**config.mk**
```make
export PLATFORM = sky130hd
export DESIGN_NAME = pipeline_hazard_ctrl
export DESIGN_NICKNAME = d
export VERILOG_FILES = /design/src/rtl/pipeline_hazard_ctrl.sv
export SDC_FILE = /design/constraint.sdc
export NUM_CORES = 1
export LEC_CHECK = 0
export CORE_MARGIN = 10
export CORE_UTILIZATION = 34
export CTS_CLUSTER_DIAMETER = 200
export DETAILED_ROUTE_END_ITERATION = 7
export PLACE_DENSITY_LB_ADDON = 0.12
export SYNTH_ARGS = -nofsm -noshare
export SYNTH_HDL_FRONTEND = slang
export SYNTH_SLANG_ARGS = --single-unit
```
**constraint.sdc**
```tcl
create_clock -name Clk -period 1.4 [get_ports Clk]
set_input_delay 0.14 -clock Clk [delete_from_list [all_inputs] [get_ports Clk]]
set_output_delay 0.14 -clock Clk [all_outputs]
set_load 0.02 [all_outputs]
```
**src/rtl/pipeline_hazard_ctrl.sv**
```systemverilog
// Stall/flush sequencer for the IF/ID, ID/EX, EX/MEM, MEM/WB registers: load-use, multi-cycle EX, taken-branch squash.
// Optional HAZARD_STATS_EN adds a saturating StallCount of cycles with PC_Write low.
module pipeline_hazard_ctrl #(
  parameter int REG_BITS    = 5,
  parameter int MUL_LATENCY = 4
) (
  input  logic                Clk,
  input  logic                Reset_n,
  input  logic [REG_BITS-1:0] ID_Rs,
  input  logic [REG_BITS-1:0] ID_Rt,
  input  logic                ID_UsesRt,
  input  logic                EX_MemRead,
  input  logic [REG_BITS-1:0] EX_WriteRegister,
  input  logic                EX_MulStart,
  input  logic                EX_BranchTaken,
  output logic                PC_Write,
  output logic                IFID_Write,
  output logic                IFID_Flush,
  output logic                IDEX_Write,
  output logic                IDEX_Bubble,
  output logic                EXMEM_Bubble,
  output logic                MulDone,
`ifdef HAZARD_STATS_EN
  output logic [31:0]         StallCount,
`endif
  output logic [1:0]          State
);

  localparam logic [1:0] RUN     = 2'b00;
  localparam logic [1:0] MC_BUSY = 2'b01;
  localparam logic [3:0] COUNT_INIT = 4'(MUL_LATENCY - 2);

  logic [3:0] count;
  logic [3:0] count_nxt;
  logic [1:0] state_nxt;
  logic       mul_done_nxt;
  logic       load_use;

  assign load_use = EX_MemRead && (EX_WriteRegister != '0) &&
                    ((EX_WriteRegister == ID_Rs) || (ID_UsesRt && (EX_WriteRegister == ID_Rt)));

  always_comb begin
    PC_Write     = 1'b1;
    IFID_Write   = 1'b1;
    IDEX_Write   = 1'b1;
    IFID_Flush   = 1'b0;
    IDEX_Bubble  = 1'b0;
    EXMEM_Bubble = 1'b0;
    state_nxt    = RUN;
    count_nxt    = count;
    mul_done_nxt = 1'b0;
    case (State)
      MC_BUSY: begin
        // EX is frozen: every hazard input is ignored until the op drains
        PC_Write     = 1'b0;
        IFID_Write   = 1'b0;
        IDEX_Write   = 1'b0;
        EXMEM_Bubble = 1'b1;
        if (count != 4'd0) begin
          state_nxt = MC_BUSY;
          count_nxt = count - 4'd1;
        end else begin
          mul_done_nxt = 1'b1;
        end
      end
      default: begin
        if (EX_BranchTaken) begin
          IFID_Flush  = 1'b1;
          IDEX_Bubble = 1'b1;
        end else if (EX_MulStart) begin
          PC_Write     = 1'b0;
          IFID_Write   = 1'b0;
          IDEX_Write   = 1'b0;
          EXMEM_Bubble = 1'b1;
          state_nxt    = MC_BUSY;
          count_nxt    = COUNT_INIT;
        end else if (load_use) begin
          PC_Write    = 1'b0;
          IFID_Write  = 1'b0;
          IDEX_Bubble = 1'b1;
        end
      end
    endcase
    if (!Reset_n) begin
      PC_Write     = 1'b0;
      IFID_Write   = 1'b0;
      IDEX_Write   = 1'b0;
      IFID_Flush   = 1'b0;
      IDEX_Bubble  = 1'b0;
      EXMEM_Bubble = 1'b0;
    end
  end

  always_ff @(posedge Clk or negedge Reset_n) begin
    if (!Reset_n) begin
      State   <= RUN;
      count   <= 4'd0;
      MulDone <= 1'b0;
    end else begin
      State   <= state_nxt;
      count   <= count_nxt;
      MulDone <= mul_done_nxt;
    end
  end

`ifdef HAZARD_STATS_EN
  always_ff @(posedge Clk or negedge Reset_n) begin
    if (!Reset_n) begin
      StallCount <= 32'd0;
    end else if (!PC_Write && (StallCount != 32'hFFFF_FFFF)) begin
      StallCount <= StallCount + 32'd1;
    end
  end
`endif

endmodule

```
==> metrics.cfg <==
[sta]
fin_ws_ns=-0.0556
finalCritPeriodShare_pct=104
hold_slack_ns=0.200
finalSetupViolCount=3
finalHoldViolCount=0
fmax_mhz=687
grt_setup_unrepaired=true
slew_violations=0
fin_skew_ns=0.0121
min_period_ns=1.46

[clock_network]
cts_hold_buffers=0
h-tree-depth=1
cts_sinks=6
cts_tree=built
root_buffer=clkbuf_4
cts_buffer_depth=2
clk_latency_ns=0.25
cts_buffers=3
clk_pin_slew_ns=0.05

[global_routing]
grt-ovfl-total=0
grt_pass1_wl_mm=2.50
grt_max_degree=9
grt_pass1_vias=586
antenna_found_initial=0
track_usage_pct=9.70

[power_and_ir_drop]
clkPwrFrac_pct=14.2
p_per_area_nw_per_um2=1390
switching_share_pct=38.5
seq_power_share_pct=25.6
finalPower_mw=1.24
p_sw_uw=476
p_int_uw=760
p_leak_nw=0.442
pwr-share-comb_pct=60.1
peakVddDrop_uv=996

[place]
gp_congestion=0.753
io_buffers=28
dp_hpwl_mm=1.31
dp.cells=108

[run]
drv_cap=0

[logic_synthesis]
yosysWarnings=0
ys_ff_latch=6
syn_area_per_cell_sq_um=8.71
synthCells=53
yosysUniqueCellTypes=26
syn-num-nets=75
ys_seq_area_share_pct=32.5
synth_area_sq_um=462

[worst_setup_path]
path_cells=a21oi_2, nand2_1, o31ai_1, buf_2
crit_fanout=2
reg2reg_setup_slack_ns=0.12
cp.arrival_ns=1.32
critical_path.max_stage_delay_ns=0.40
worstSetupPathType=flop to output port
critical-path-slowest-cell=dfrtp_2
critPathRequiredTime_ns=1.26
cp-start-kind=flop
endpoint_kind=output port

[drt]
vias_per_cell=4.75
vias=532
drt-initial-drc-count=6
firstDrtPassIters=4
antenna_left=0
drt-total-wl_mm=1.45
routedWlPerCell_um=12.9
drcViolationCount=0

[floorplanning]
die-area_sq_um=3230
rows=13
core_area_sq_um=1280
start_util_pct=35.9
fp.dieW_um=56.9
ios=30
die_h_um=56.9

[cells_and_area]
finalNonFillerCells=112
drive_gt1_share_pct=43.3
fin_nets=120
syn_to_final_growth_pct=93.0
n_antenna_cell=0
mostFrequentLayoutCell=buf_4
layout_common_cells=buf_4 (14), xor2_1 (9), dlygate4sd2_1 (8)
post-route-util_pct=69.3
fill_cells=111

[outcome]
failed_checks=setup timing
status=complete, but fails checks

[min_path]
hp-class=input port to asynchronous set/reset pin

## critical path, delay by kind of cell (launching register included)
| family | cells | cell delay (ns) |
|---|---|---|
| and+or+nand+nor | 1 | 0.10 |
| AOI/OAI and AO/OA | 2 | 0.35 |
| DFF | 1 | 0.40 |
| buffers and inverters | 1 | 0.20 |
## final timing paths
kind,start,endpoint,cells after the start
worst min register to register,count[1],count[1],1
max in group asynchronous,Reset_n,count[1],2
worst min-delay path,Reset_n,count[2],2
min in group Clk,count[1],count[1],1
worst max register to register,count[0],count[1],6
worst max-delay path,State[0],IDEX_Bubble,4
## metrics by stage
stage | instance area (sq um) | TNS, ns | worst slack, ns
6_report | 891 | -0.153 | -0.0556
2_1_floorplan | 467 | -0.169 | -0.0892
4_1_cts | 878 | -0.183 | -0.0839
5_1_grt | 891 | -0.374 | -0.125
3_3_place_gp | 856 | -3.56 | -0.876
3_5_place_dp | 856 | -3.66 | -0.904
## what timing repair did
action	CTS	global route
pin swaps	17	0
setup buffers	0	0
endpoints found under the hold margin	0	0
endpoints found under the setup margin	7	9
gates resized for setup	72	7
## logic make-up after synthesis
| kind of cell | share of synthesized area (%) |
|---|---|
| and+or+nand+nor | 18.4 |
| AOI/OAI and AO/OA | 19.2 |
| xor gates and xnor gates | 19.0 |
| buffers and inverters | 7.32 |
| DFF | 32.5 |
| adders and majority gates | 2.71 |
| other | 0.812 |
## power by group through the flow
| stage | Clock, mW | Combinational, mW | Sequential (mW) |
|---|---|---|---|
| after global placement | 0 | 0.741 | 0.314 |
| after global routing | 0.194 | 0.827 | 0.328 |
| after detailed placement | 0 | 0.757 | 0.317 |
| final | 0.176 | 0.743 | 0.317 |
| after floorplan | 0 | 0.339 | 0.350 |
| after CTS | 0.184 | 0.739 | 0.315 |
## Yosys cell counts, drive strengths merged
| library cell | instances | share of area, % |
|---|---|---|
| nor2 | 3 | 2.4 |
| a32oi | 1 | 1.9 |
| o31ai | 1 | 1.6 |
| a22o | 1 | 1.9 |
| inv | 5 | 4.1 |
| dfrtp | 6 | 33 |
| ha | 1 | 2.7 |
| nor3b | 1 | 1.6 |
| nor2b | 2 | 2.7 |
| or4 | 1 | 1.6 |
| a21oi | 1 | 1.1 |
| o31a | 1 | 1.9 |
| nor4 | 1 | 2.7 |
| xnor2 | 1 | 1.9 |
| or3 | 1 | 1.4 |
| conb | 1 | 0.81 |
| nand2 | 3 | 2.4 |
| o21a | 1 | 1.6 |
| nand2b | 1 | 1.4 |
| nor3 | 2 | 2.2 |
| buf | 2 | 3.3 |
| o211ai | 2 | 3.3 |
| a21o | 1 | 1.6 |
| o21ai | 4 | 4.3 |
| xor2 | 9 | 17 |
## final cells by class
cell class | instances | area [sq um] | area share (%)
clock buffer | 4 | 26.3 | 2.95
inverter | 5 | 18.8 | 2.11
multi-input combinational | 40 | 322 | 36.1
sequential | 6 | 151 | 17.0
tap | 15 | 18.8 | 2.11
timing repair buffer | 42 | 354 | 39.7
## metal layers
| layer | GRT usage (%) | up-vias | part of all wire [%] |
|---|---|---|---|
| met4 | 4.03 | 0 | 0.83 |
| li1 | - | 271 | - |
| met3 | 4.72 | 2 | 6.8 |
| met1 | 9.39 | 238 | 38 |
| met5 | 0 | - | 0 |
| met2 | 17.1 | 21 | 54 |
## sequential cells by signal (all words and copies together), names as in the netlist
name and count:
MulDone 1, State 1, count 4
Power figures use the tool's default switching activity.
